## src/rtl/uart_transmitter.sv

```systemverilog
// uart_transmitter: serialising transmit half of the UART.
// Accepts a parallel word on Tx_Data/Transmit_Start (gated by CTS) and shifts
// it out on Tx as start bit, data bits LSB first, optional even parity and
// one or two stop bits. Every bit lasts SYSCLK_RATE/BAUD_RATE SysClk cycles.
module uart_transmitter #(
    parameter int SYSCLK_RATE = 100000000,
    parameter int BAUD_RATE   = 9600,
    parameter int DATA_BITS   = 8,
    parameter int PARITY_BIT  = 1,
    parameter int STOP_BITS   = 2
) (
    input  logic                 SysClk,
    input  logic                 Rst,
    input  logic [DATA_BITS-1:0] Tx_Data,
    input  logic                 Transmit_Start,
    input  logic                 CTS,
    output logic                 Tx,
    output logic                 Tx_Busy
);

    // Bit period in SysClk cycles (truncating divide).
    localparam int BAUD_DIV = SYSCLK_RATE / BAUD_RATE;
    // A divide of 1 still needs a one-bit counter to stay a legal vector.
    localparam int CNT_W    = (BAUD_DIV > 1) ? $clog2(BAUD_DIV) : 1;
    localparam int IDX_W    = $clog2(DATA_BITS);

    localparam logic [CNT_W-1:0] BAUD_LAST = CNT_W'(BAUD_DIV - 1);
    localparam logic [IDX_W-1:0] IDX_LAST  = IDX_W'(DATA_BITS - 1);
    localparam logic             STOP_LAST = 1'(STOP_BITS - 1);

    typedef enum logic [2:0] {
        IDLE,
        START,
        DATA,
        PARITY,
        STOP
    } state_t;

    state_t               state;
    logic [CNT_W-1:0]     baud_cnt;
    logic                 bit_end;
    logic [DATA_BITS-1:0] shift;
    logic                 parity;
    logic [IDX_W-1:0]     bit_idx;
    logic                 stop_idx;

    // Last cycle of the current bit period.
    always_comb begin
        bit_end = (baud_cnt == BAUD_LAST);
    end

    // Frame sequencer: baud counting, shifting and the registered Tx/Tx_Busy.
    always_ff @(posedge SysClk) begin
        if (Rst) begin
            state    <= IDLE;
            Tx       <= 1'b1;
            Tx_Busy  <= 1'b0;
            baud_cnt <= '0;
            shift    <= '0;
            parity   <= 1'b0;
            bit_idx  <= '0;
            stop_idx <= 1'b0;
        end else begin
            // Baud counter free-runs over every bit period while a frame is in flight.
            if (state != IDLE) begin
                baud_cnt <= bit_end ? '0 : baud_cnt + CNT_W'(1);
            end

            case (state)
                IDLE: begin
                    Tx       <= 1'b1;
                    Tx_Busy  <= 1'b0;
                    baud_cnt <= '0;
                    if (Transmit_Start && CTS) begin
                        shift    <= Tx_Data;
                        parity   <= ^Tx_Data;
                        bit_idx  <= '0;
                        stop_idx <= 1'b0;
                        state    <= START;
                        Tx       <= 1'b0;
                        Tx_Busy  <= 1'b1;
                    end
                end

                START: begin
                    if (bit_end) begin
                        state <= DATA;
                        Tx    <= shift[0];
                        shift <= shift >> 1;
                    end
                end

                DATA: begin
                    if (bit_end) begin
                        if (bit_idx == IDX_LAST) begin
                            if (PARITY_BIT != 0) begin
                                state <= PARITY;
                                Tx    <= parity;
                            end else begin
                                state <= STOP;
                                Tx    <= 1'b1;
                            end
                        end else begin
                            bit_idx <= bit_idx + IDX_W'(1);
                            Tx      <= shift[0];
                            shift   <= shift >> 1;
                        end
                    end
                end

                PARITY: begin
                    if (bit_end) begin
                        state <= STOP;
                        Tx    <= 1'b1;
                    end
                end

                STOP: begin
                    if (bit_end) begin
                        if (stop_idx == STOP_LAST) begin
                            state   <= IDLE;
                            Tx_Busy <= 1'b0;
                        end else begin
                            stop_idx <= 1'b1;
                        end
                    end
                end

                default: begin
                    state   <= IDLE;
                    Tx      <= 1'b1;
                    Tx_Busy <= 1'b0;
                end
            endcase
        end
    end

endmodule

```

## config.mk

```make
export PLATFORM = sky130hd
export DESIGN_NAME = uart_transmitter
export DESIGN_NICKNAME = d
export VERILOG_FILES = /design/src/rtl/uart_transmitter.sv
export SDC_FILE = /design/constraint.sdc
export NUM_CORES = 1
export LEC_CHECK = 0
export BUFFER_PORTS_ARGS = -buffer_cell sky130_fd_sc_hd__buf_2
export CORE_AREA = 8 8 70 72
export CTS_BUF_LIST = sky130_fd_sc_hd__clkbuf_2
export CTS_CLUSTER_SIZE = 40
export DETAILED_ROUTE_END_ITERATION = 16
export DIE_AREA = 0 0 78 80
export GPL_ROUTABILITY_DRIVEN = 0
export GPL_TIMING_DRIVEN = 0
export PLACE_DENSITY = 0.66
export SLEW_MARGIN = 20
export SYNTH_ARGS = -nofsm -noshare
export SYNTH_HDL_FRONTEND = slang
export SYNTH_SLANG_ARGS = --single-unit
```

## constraint.sdc

```tcl
create_clock -name SysClk -period 5.25 [get_ports SysClk]
set_clock_uncertainty 0.05 [all_clocks]
set_input_delay 0.525 -clock SysClk [delete_from_list [all_inputs] [get_ports SysClk]]
set_output_delay 0.525 -clock SysClk [all_outputs]
set_load 0.02 [all_outputs]
```

==> out/results.tsv, run 1 <==
metric	value	unit
maxcap violations	0	
Non-Filler Instances	273	
Setup CP Type	flip-flop to flip-flop	
wire length per cell	13.5	microns
Sink Count	32	
WP data required	5.49	ns
Hold Vio Cnt, Final	0	
first-pass GRT wire length	6400	microns
Starting Density	0.457	
Clock power frac	0.270	
CTS Buf Count	5	
dpl cells	265	
top cells by area, synth	dfxtp_1 (36%), xnor2_1 (8.0%), mux2_2 (4.5%)	
die span in y	80	microns
NetSw	0.000124	W
Yosys top cell by area	dfxtp_1	
synth unique cells	38	
Synth Net Count	218	
Post-CTS Setup Inserts	0	
Worst Hold Class	input pin to flip-flop	
Die X	78	microns
Layout area overhead	9.17	%
synth warn	0	
status	finished clean	
Reg power frac	0.578	
top_reg_cell synth	dfxtp_1	
Leak Pwr	0.642	nW
ys async rst share	0	
Site Rows	23	
Iter 0 DRT Violations	112	
cell with the most instances after synthesis	dfxtp_1	
CTS Hold Bufs	0	
Root Driver	clkbuf_2	
Most common cell on crit path	clkbuf_1	
CP endpoint kind	flip-flop	
first-pass iteration count of the detailed router	4	
R2R Path End	bit_idx[0]$_SDFFE_PP0P_	
final worst path period need	2.34	ns
Synth Instances	203	
utilization after layout	0.498	
RSZ-0062 raised after global routing	false	
Peak VDD IR	0.000131	V
Synth Register Bits	32	
Post-synth EDFFs	0	
hpwl dp	2680	microns
Final Max Tran Viols	0	
Hold Path Cell Cnt	2	
Final setup viols	0	
worst-case clock buffer depth	2	
initial antenna violation count	0	
I/O pin total	14	
grt ovf	0	
hold endpoint	shift[7]$_SDFFE_PP0P_	
slew margin rel.	0.453	
Clock Latency Late Sink	0.37	ns
Synth top area share	0.364	
Gate power share	0.153	
largest net degree at the start of global routing	11	
vias in the first global route	1388	
Reg clk slew, reported paths	0.17	ns
Routed Antenna Nets	0	
crit-path max cell delay	0.57	ns
mapped cell area	1760	sq um
R2R depth	6	
crit share post-route	0.447	
final-stage net count	237	
final WL	3700	microns
layout cells sized above 1	0.161	
f_max	426	MHz
setup tns final	0	ns
synth cell count leaders	dfxtp_1 (32), nor2_1 (20), xnor2_1 (16), nand2_1 (14), nand3_1 (14)	
Post-Place Setup Slack	2.93	ns
Post-CTS Resized	0	
CP Max Fanout	9	
worst hold start	Tx_Data[7]	
Avg Cell Area, Syn	8.67	sq um
family with the most delay on the worst path	simple AND/OR/NAND/NOR gates	
Vias	1496	
Slowest-stage cell, CP	nor3_1	
sequential share of the synthesized area	0.364	
CP cell instances	clkbuf_1 > nor3_1 > nor2b_1 > clkbuf_1 > a2bb2oi_4 > mux2_4	
drt drc	0	
diode count	0	
Int Power	0.000317	W
Final WS setup	2.91	ns
die area	6240	sq um
Worst R2R Setup Slack	2.91	ns
GRT Total Usage	0.128	
PortBufs	12	
vias per cell	5.48	
H-tree Lvls	2	
WP buf/inv	2	
Startpoint Class	flip-flop	
Net Sw Frac	0.281	
measured slew at the worst slew-check pin	0.819	ns
CTS tree	yes	
Worst R2R Start	state[2]$_SDFFE_PP0P_	
P per Cell Area	229	nW/um^2
core area	3860	sq um
CP arrival	2.58	ns
## kinds of logic after synthesis
group	Yosys count	share of synthesized area
adders and majority gates	3	0.0213
and+or+nand+nor	87	0.264
DFF	32	0.364
muxes	11	0.0704
AOI/OAI and AO/OA	35	0.146
xor gates and xnor gates	19	0.0945
buffers and inverters	16	0.0398
## registers in the layout (all words and copies together) (netlist names)
| signal | flops |
|---|---|
| parity | 1 |
| stop_idx | 1 |
| Tx_Busy | 1 |
| bit_idx | 3 |
| Tx | 1 |
| shift | 8 |
| baud_cnt | 14 |
| state | 3 |
## metrics by stage
step	hold WS (ns)	cell area, sq um	power (W)
finish	0.379	1920	0.000440
global route	0.362	1920	0.000466
CTS	0.361	1920	0.000445
detailed placement	0.399	1880	0.000327
global placement	0.382	1880	0.000326
floorplan	0.368	1760	0.000310
## power groups by stage
stage | logic [W] | clock network (W) | registers, W
after floorplan | 0.0000495 | 0 | 0.000260
after global placement | 0.0000667 | 0 | 0.000259
after detailed placement | 0.0000675 | 0 | 0.000260
after CTS | 0.0000677 | 0.000123 | 0.000254
after global routing | 0.0000753 | 0.000135 | 0.000255
final | 0.0000672 | 0.000119 | 0.000254
## layout by cell type (no fill, tap or decap), types with 5 or more instances in the layout
cell type / n
buf_2: 14
nor2b_1: 10
nand2_1: 14
nor2_1: 20
xnor2_1: 16
clkbuf_1: 9
a211oi_1: 5
o21ai_0: 12
a21oi_1: 10
clkbuf_2: 7
dfxtp_1: 32
nand3_1: 14
mux2_2: 7
nor3_1: 6
nand4_1: 5
## routing by layer
metal,track usage,wire [microns],share of wire,vias up
met5,0,0,0,-
met4,0.0481,58,0.016,0
met3,0.0507,207,0.056,6
met2,0.204,1750,0.47,30
met1,0.151,1680,0.46,698
li1,-,-,-,762
## worst max path at each step
stage                        startpoint                 endpoint  slack (ns)  depth (start not counted)
2_1_floorplan  baud_cnt[4]$_SDFFE_PP0N_  bit_idx[0]$_SDFFE_PP0P_        3.07                          5
3_3_place_gp      state[2]$_SDFFE_PP0P_  bit_idx[0]$_SDFFE_PP0P_        2.93                          6
6_report          state[2]$_SDFFE_PP0P_  bit_idx[0]$_SDFFE_PP0P_        2.91                          6
5_1_grt           state[2]$_SDFFE_PP0P_  bit_idx[0]$_SDFFE_PP0P_        2.68                          6
3_5_place_dp      state[2]$_SDFFE_PP0P_  bit_idx[0]$_SDFFE_PP0P_        2.93                          6
4_1_cts           state[2]$_SDFFE_PP0P_  bit_idx[0]$_SDFFE_PP0P_        2.90                          6
## area by class of cell
class / instances / area [sq um]
plain buffers: 12 / 55.1
clock buffers: 7 / 35.0
clock inverters: 1 / 3.75
fillers: 399 / 1930
inverters: 4 / 15.0
multi-input cells: 155 / 1050
flip-flops and latches: 32 / 641
well taps: 50 / 62.6
repair buffers: 12 / 60.1
(Power assumes the default switching activity.)
==> run 2, diff against run 1 <==
--- a/config.mk
+++ b/config.mk
@@ -5,12 +5,13 @@
 export SDC_FILE = /design/constraint.sdc
 export NUM_CORES = 1
 export LEC_CHECK = 0
+export ABC_AREA = 1
 export BUFFER_PORTS_ARGS = -buffer_cell sky130_fd_sc_hd__buf_2
-export CORE_AREA = 8 8 70 72
+export CORE_AREA = 8 8 73 75
 export CTS_BUF_LIST = sky130_fd_sc_hd__clkbuf_2
 export CTS_CLUSTER_SIZE = 40
 export DETAILED_ROUTE_END_ITERATION = 16
-export DIE_AREA = 0 0 78 80
+export DIE_AREA = 0 0 81 83
 export GPL_ROUTABILITY_DRIVEN = 0
 export GPL_TIMING_DRIVEN = 0
 export PLACE_DENSITY = 0.66
==> constraint.sdc (replaced) <==
create_clock -name SysClk -period 2.2 [get_ports SysClk]
set_clock_uncertainty 0.05 [all_clocks]
set_input_delay 0.22 -clock SysClk [delete_from_list [all_inputs] [get_ports SysClk]]
set_output_delay 0.22 -clock SysClk [all_outputs]
set_load 0.02 [all_outputs]
==> run 2 against run 1 <==
Effect of this change: routed wire length grew 0.84%; highest routed layer unchanged; critical endpoint is now bit_idx[1]$_SDFFE_PP0P_; clock power is 130% higher; sequential cell count unchanged; largest cell class unchanged.
==> out/results.tsv, run 2 <==
metric	value	unit	change
synth warn	0		unchanged
Worst R2R Start	baud_cnt[0]$_SDFFE_PP0N_		
slew margin rel.	0.700		+0.248
die area	6720	sq um	+7.7%
Clock Latency Late Sink	0.36	ns	about the same
utilization after layout	0.499		about the same
sequential share of the synthesized area	0.332		-0.0323
Routed Antenna Nets	0		unchanged
Largest regs	baud_cnt x14, shift x8		
Starting Density	0.460		+0.00300
mapped cell area	1930	sq um	+9.7%
grt ovf	0		unchanged
Slowest-stage cell, CP	dfxtp_1		
worst hold start	Rst		
Sequential cell area	641	sq um	unchanged
Gate power share	0.515		+0.362
Peak VDD IR	0.000638	V	+390%
wire length per cell	10.6	microns	-22%
GRT Total Usage	0.122		-0.00605
CP cell instances	ha_1 > nand3_1 > nor2_4 > nand2_4 > a21boi_4 > nand3_1 > a21oi_1		
met2 usage	0.172		-0.0323
CP arrival	2.01	ns	-0.57 ns
final WL	3730	microns	+0.84%
gr busiest metal	met2		
Int Power	0.00119	W	+280%
Most flops, register	baud_cnt		
NetSw	0.00103	W	+730%
diode count	0		unchanged
Synth Register Bits	32		unchanged
crit share post-route	0.797		+0.350
WP buf/inv	0		-2
Post-synth EDFFs	0		unchanged
die span in y	83	microns	+3.8%
Most common cell on crit path	nand3_1		
Setup CP Type	flip-flop to flip-flop		
Synth top area share	0.332		-0.0323
Vias	1695		+13%
CTS tree	yes		
Layout area overhead	8.55	%	
fill cell count	440		+10%
max reg flops	14		unchanged
drt drc	0		unchanged
Clock power frac	0.122		-0.148
Non-Filler Instances	353		+29%
Hold Vio Cnt, Final	0		unchanged
dpl cells	346		+31%
synth cell count leaders	nand2_1 (69), nor2_1 (45), dfxtp_1 (32), inv_1 (29), nand3_1 (20)		
most common cell after layout, fill and taps aside	nand2_1		
Yosys top cell by area	dfxtp_1		
hpwl dp	2920	microns	+8.8%
setup tns final	0	ns	unchanged
Site Rows	24		+4.3%
Iter 0 DRT Violations	74		-34%
Startpoint Class	flip-flop		
f_max	571	MHz	+34%
CP Max Fanout	10		+1
Worst Hold Class	input pin to flip-flop		
most frequent cells in the layout	nand2_1 (69), nor2_1 (45), dfxtp_1 (32), inv_1 (29), nand3_1 (20)		
CTS Hold Bufs	0		unchanged
Final Max Tran Viols	0		unchanged
synth unique cells	32		-16%
cell with the most instances after synthesis	nand2_1		
final worst path period need	1.75	ns	-0.592 ns
met1 Use GR	0.161		+0.00984
Die X	81	microns	+3.8%
Avg Cell Area, Syn	6.87	sq um	-21%
Synth Net Count	296		+36%
vias in the first global route	1557		+12%
H-tree Lvls	2		unchanged
CP endpoint kind	flip-flop		
CTS Buf Count	5		unchanged
PortBufs	13		+1
layout cells sized above 1	0.203		+0.0412
initial antenna violation count	0		unchanged
met3 track demand over resource	0.0442		-0.00649
ys async rst share	0		unchanged
crit-path max cell delay	0.38	ns	-0.19 ns
maxcap violations	0		unchanged
WP data required	2.45	ns	-3.04 ns
Sink Count	32		unchanged
largest net degree at the start of global routing	11		unchanged
worst-case clock buffer depth	2		unchanged
top_reg_cell synth	dfxtp_1		
top cells by area, synth	dfxtp_1 (33%), nand2_1 (13%), nor2_1 (8.7%)		
Post-CTS Setup Inserts	0		unchanged
status	finished clean		
Critical Path Start	baud_cnt[0]$_SDFFE_PP0N_		
first-pass iteration count of the detailed router	4		unchanged
Multi-input gate area	1140	sq um	+8.9%
Reg power frac	0.363		-0.215
family with the most delay on the worst path	simple AND/OR/NAND/NOR gates		
Root Driver	clkbuf_2		
Synth Instances	281		+38%
first-pass GRT wire length	6670	microns	+4.1%
Net Sw Frac	0.463		+0.182
final-stage net count	316		+33%
vias per cell	4.80		-12%
measured slew at the worst slew-check pin	0.446	ns	-0.373 ns
Reg clk slew, reported paths	0.16	ns	about the same
RSZ-0062 raised after global routing	false		
Final setup viols	0		unchanged
P per Cell Area	1060	nW/um^2	+360%
Post-CTS Resized	0		unchanged
Final WS setup	0.448	ns	-2.46 ns
I/O pin total	14		unchanged
Post-Place Setup Slack	0.469	ns	-2.46 ns
Leak Pwr	1.00	nW	+56%
core area	4200	sq um	+9.0%
run 2: cell count changes after synthesis, moves of 9 or more:
cell	change
clkbuf_1	-9
inv_1	+25
nand2_1	+55
nand2_2	+9
nor2_1	+25
nor2b_1	-10
xnor2_1	-10
run 2: final cells by class:
class,count,area share
buffer,1,0.00179
clock buffer,6,0.0143
clock inverter,1,0.00239
inverter,38,0.0686
multi-input combinational,210,0.545
sequential,32,0.305
tap,52,0.0310
timing repair buffer,13,0.0310
run 2: stage by stage:
stage	area (sq um)	total power (W)	hold slack, ns
final	2100	0.00222	0.0497
after global placement	2060	0.00196	0.382
after floorplan	1930	0.00174	0.239
after detailed placement	2060	0.00197	0.392
after global routing	2100	0.00245	0.0206
after CTS	2100	0.00224	0.0318
run 2: final timing paths:
check        cells past startpoint  slack [ns]                        to
max reg2reg                      7        0.45   bit_idx[1]$_SDFFE_PP0P_
max                              7        0.45   bit_idx[1]$_SDFFE_PP0P_
min                              2        0.05   bit_idx[0]$_SDFFE_PP0P_
min reg2reg                      1        0.41  baud_cnt[0]$_SDFFE_PP0N_
run 2: cell families (layout without fill, tap and decap cells):
family	after synthesis	after routing	share of synthesized area
DFF	32	32	0.332
xor gates and xnor gates	8	8	0.0363
adders and majority gates	3	3	0.0194
AOI/OAI and AO/OA	28	28	0.0946
buffers and inverters	39	59	0.0764
and+or+nand+nor	171	171	0.442
run 2: layer usage:
metal	up-vias	part of all wire	routed length, microns
li1	922	-	-
met1	733	0.52	1960
met2	33	0.40	1490
met3	7	0.056	210
met4	0	0.020	74
met5	-	0	0
run 2: power groups by stage:
stage | sequential (W) | combinational [W] | clock, W
final | 0.000806 | 0.00114 | 0.000270
after global routing | 0.000822 | 0.00131 | 0.000310
after CTS | 0.000806 | 0.00115 | 0.000287
after detailed placement | 0.000820 | 0.00115 | 0
after global placement | 0.000818 | 0.00114 | 0
after floorplan | 0.000822 | 0.000922 | 0
run 2: worst register-to-register path, delay by kind of cell (launching register included):
family | cells | cell delay (ns)
AND/OR/NAND/NOR | 4 | 0.63
AO/OA/AOI/OAI | 2 | 0.43
flip-flops | 1 | 0.38
adder cells (fa/ha/maj) | 1 | 0.19
==> run 3, diff against run 2 <==
--- a/config.mk
+++ b/config.mk
@@ -14,7 +14,7 @@
 export DIE_AREA = 0 0 81 83
 export GPL_ROUTABILITY_DRIVEN = 0
 export GPL_TIMING_DRIVEN = 0
-export PLACE_DENSITY = 0.66
+export PLACE_DENSITY = 0.69
 export SLEW_MARGIN = 20
 export SYNTH_ARGS = -nofsm -noshare
 export SYNTH_HDL_FRONTEND = slang
==> constraint.sdc (replaced) <==
create_clock -name SysClk -period 1.49 [get_ports SysClk]
set_clock_uncertainty 0.05 [all_clocks]
set_input_delay 0.149 -clock SysClk [delete_from_list [all_inputs] [get_ports SysClk]]
set_output_delay 0.149 -clock SysClk [all_outputs]
set_load 0.02 [all_outputs]
==> run 3 against run 2 <==
Effect of this change: the run now ends with setup timing left; sequential power rose by 50%; worst setup slack got worse by 0.48 ns; non-clock buffer count rose by 13; register-to-register slack got worse by 0.48 ns; largest cell class unchanged; largest power group unchanged.
==> out/results.tsv, run 3 (synthesis gave the netlist of run 2 again) <==
metric	value	unit	change
core area	4200	sq um	unchanged
Peak VDD IR	0.000704	V	+10%
first-pass GRT wire length	7140	microns	+7.1%
Site Rows	24		unchanged
Most flops, register	baud_cnt		
max reg flops	14		unchanged
Clock Latency Late Sink	0.37	ns	about the same
CP endpoint kind	flip-flop		
Startpoint Class	flip-flop		
largest net degree at the start of global routing	11		unchanged
first-pass iteration count of the detailed router	4		unchanged
drt drc	0		unchanged
R2R depth	8		+1
GRT Total Usage	0.131		+0.00913
status	complete, but fails checks		
Final setup viols	7		+7
Leak Pwr	1.15	nW	+15%
Starting Density	0.460		unchanged
setup tns final	-0.174	ns	-0.174 ns
measured slew at the worst slew-check pin	0.542	ns	+0.0959 ns
Final WS setup	-0.0374	ns	-0.485 ns
die area	6720	sq um	unchanged
Root Driver	clkbuf_2		
Routed Antenna Nets	0		unchanged
H-tree Lvls	2		unchanged
DP Area	2070	sq um	+0.24%
final-stage net count	330		+4.4%
CTS Buf Count	5		unchanged
CTS tree	yes		
Largest regs	baud_cnt x14, shift x8		
CP arrival	1.78	ns	-0.23 ns
Die X	81	microns	unchanged
diode count	0		unchanged
vias in the first global route	1632		+4.8%
Hold Vio Cnt, Final	0		unchanged
P per Cell Area	1530	nW/um^2	+45%
Setup CP Type	flip-flop to flip-flop		
slew margin rel.	0.639		-0.0616
failing checks	setup timing		
wire length per cell	11.7	microns	+11%
final worst path period need	1.53	ns	-0.225 ns
grt ovf	0		unchanged
fill cell count	390		-11%
Hold Path Cell Cnt	4		+2
Final Max Tran Viols	0		unchanged
layout cells sized above 1	0.351		+0.149
die span in y	83	microns	unchanged
worst-case clock buffer depth	2		unchanged
f_max	655	MHz	+15%
vias per cell	4.84		+0.79%
Reg clk slew, reported paths	0.18	ns	+0.02 ns
CP Max Fanout	5		-5
final WL	4300	microns	+15%
most common cell after layout, fill and taps aside	nand2_1		
Vias	1781		+5.1%
initial antenna violation count	0		unchanged
maxcap violations	0		unchanged
RSZ-0062 raised after global routing	true		
Iter 0 DRT Violations	51		-31%
most frequent cells in the layout	nand2_1 (67), nor2_1 (39), inv_1 (24), dfxtp_1 (19), nand3_1 (17)		
PortBufs	13		unchanged
I/O pin total	14		unchanged
Worst Hold Class	input pin to flip-flop		
Layout area overhead	28.0	%	
crit share post-route	1.03		+0.229
hpwl dp	2940	microns	+0.99%
Sink Count	32		unchanged
Final Instance Area	2470	sq um	+18%
WP data required	1.74	ns	-0.71 ns
[run 3: cell types whose count changed in the layout (fill, tap and decap cells not counted), sizes merged]
cell,delta
buf,+12
clkbuf,-1
dlygate4sd3,+1
clkinv,+1
bufinv,+1
a21boi,+1
[run 3: routing by layer]
layer / share of wire / track usage / wire length [microns]
met1: 0.47 / 0.161 / 2030
met2: 0.48 / 0.209 / 2040
met3: 0.036 / 0.0313 / 154
met4: 0.017 / 0.0520 / 72
met5: 0 / 0 / 0
[run 3: what timing repair did]
action,4_1_cts,5_1_grt
endpoints found under the setup margin,24,25
setup buffers,3,9
cloned,1,0
pin swaps,8,15
hold buffers,1,0
resized for setup,20,46
hold endpoints to repair,4,0
[run 3: path summary, 6_finish.rpt]
kind / start / end / slack, ns
worst min register to register: bit_idx[1]$_SDFFE_PP0P_ / bit_idx[1]$_SDFFE_PP0P_ / 0.43
worst max-delay path: baud_cnt[0]$_SDFFE_PP0N_ / baud_cnt[8]$_SDFFE_PP0N_ / -0.04
worst min-delay path: CTS / stop_idx$_SDFFE_PP0P_ / 0.06
worst max register to register: baud_cnt[0]$_SDFFE_PP0N_ / baud_cnt[8]$_SDFFE_PP0N_ / -0.04
[run 3: layout make-up]
type | count | area, sq um | share of cell area
Multi-Input combinational cell | 211 | 1340 | 0.541
Sequential cell | 32 | 667 | 0.270
Timing Repair Buffer | 26 | 178 | 0.0718
Inverter | 38 | 160 | 0.0647
Tap cell | 52 | 65.1 | 0.0263
Clock inverter | 3 | 37.5 | 0.0152
Clock buffer | 5 | 25.0 | 0.0101
Buffer | 1 | 3.75 | 0.00152
[run 3: worst max-delay path: stages, from the launching register on]
cell     delay (ns)
dfxtp_2        0.39
ha_4           0.17
buf_4          0.11
nand2_2        0.05
inv_2          0.07
nand4_4        0.19
nor2_4         0.18
a21oi_2        0.08
nor3_2         0.18
[run 3: power breakdown]
part	internal (W)	switching [W]	total, W
sequential	0.00106	0.000150	0.00121
clock	0.000274	0.000310	0.000584
combinational	0.000754	0.00125	0.00200
total	0.00209	0.00171	0.00379
[run 3: stage by stage]
step                setup WS (ns)  power, W  std cells  hold WS [ns]   util
floorplan                 0.00671   0.00257        281         0.168      -
detailed placement         -0.193   0.00291        346         0.387  0.492
CTS                       -0.0198   0.00364        359        0.0644  0.533
global route               -0.141   0.00412        368        0.0456  0.588
finish                    -0.0374   0.00379        368        0.0592  0.588
global placement           -0.203   0.00288        346         0.380  0.492
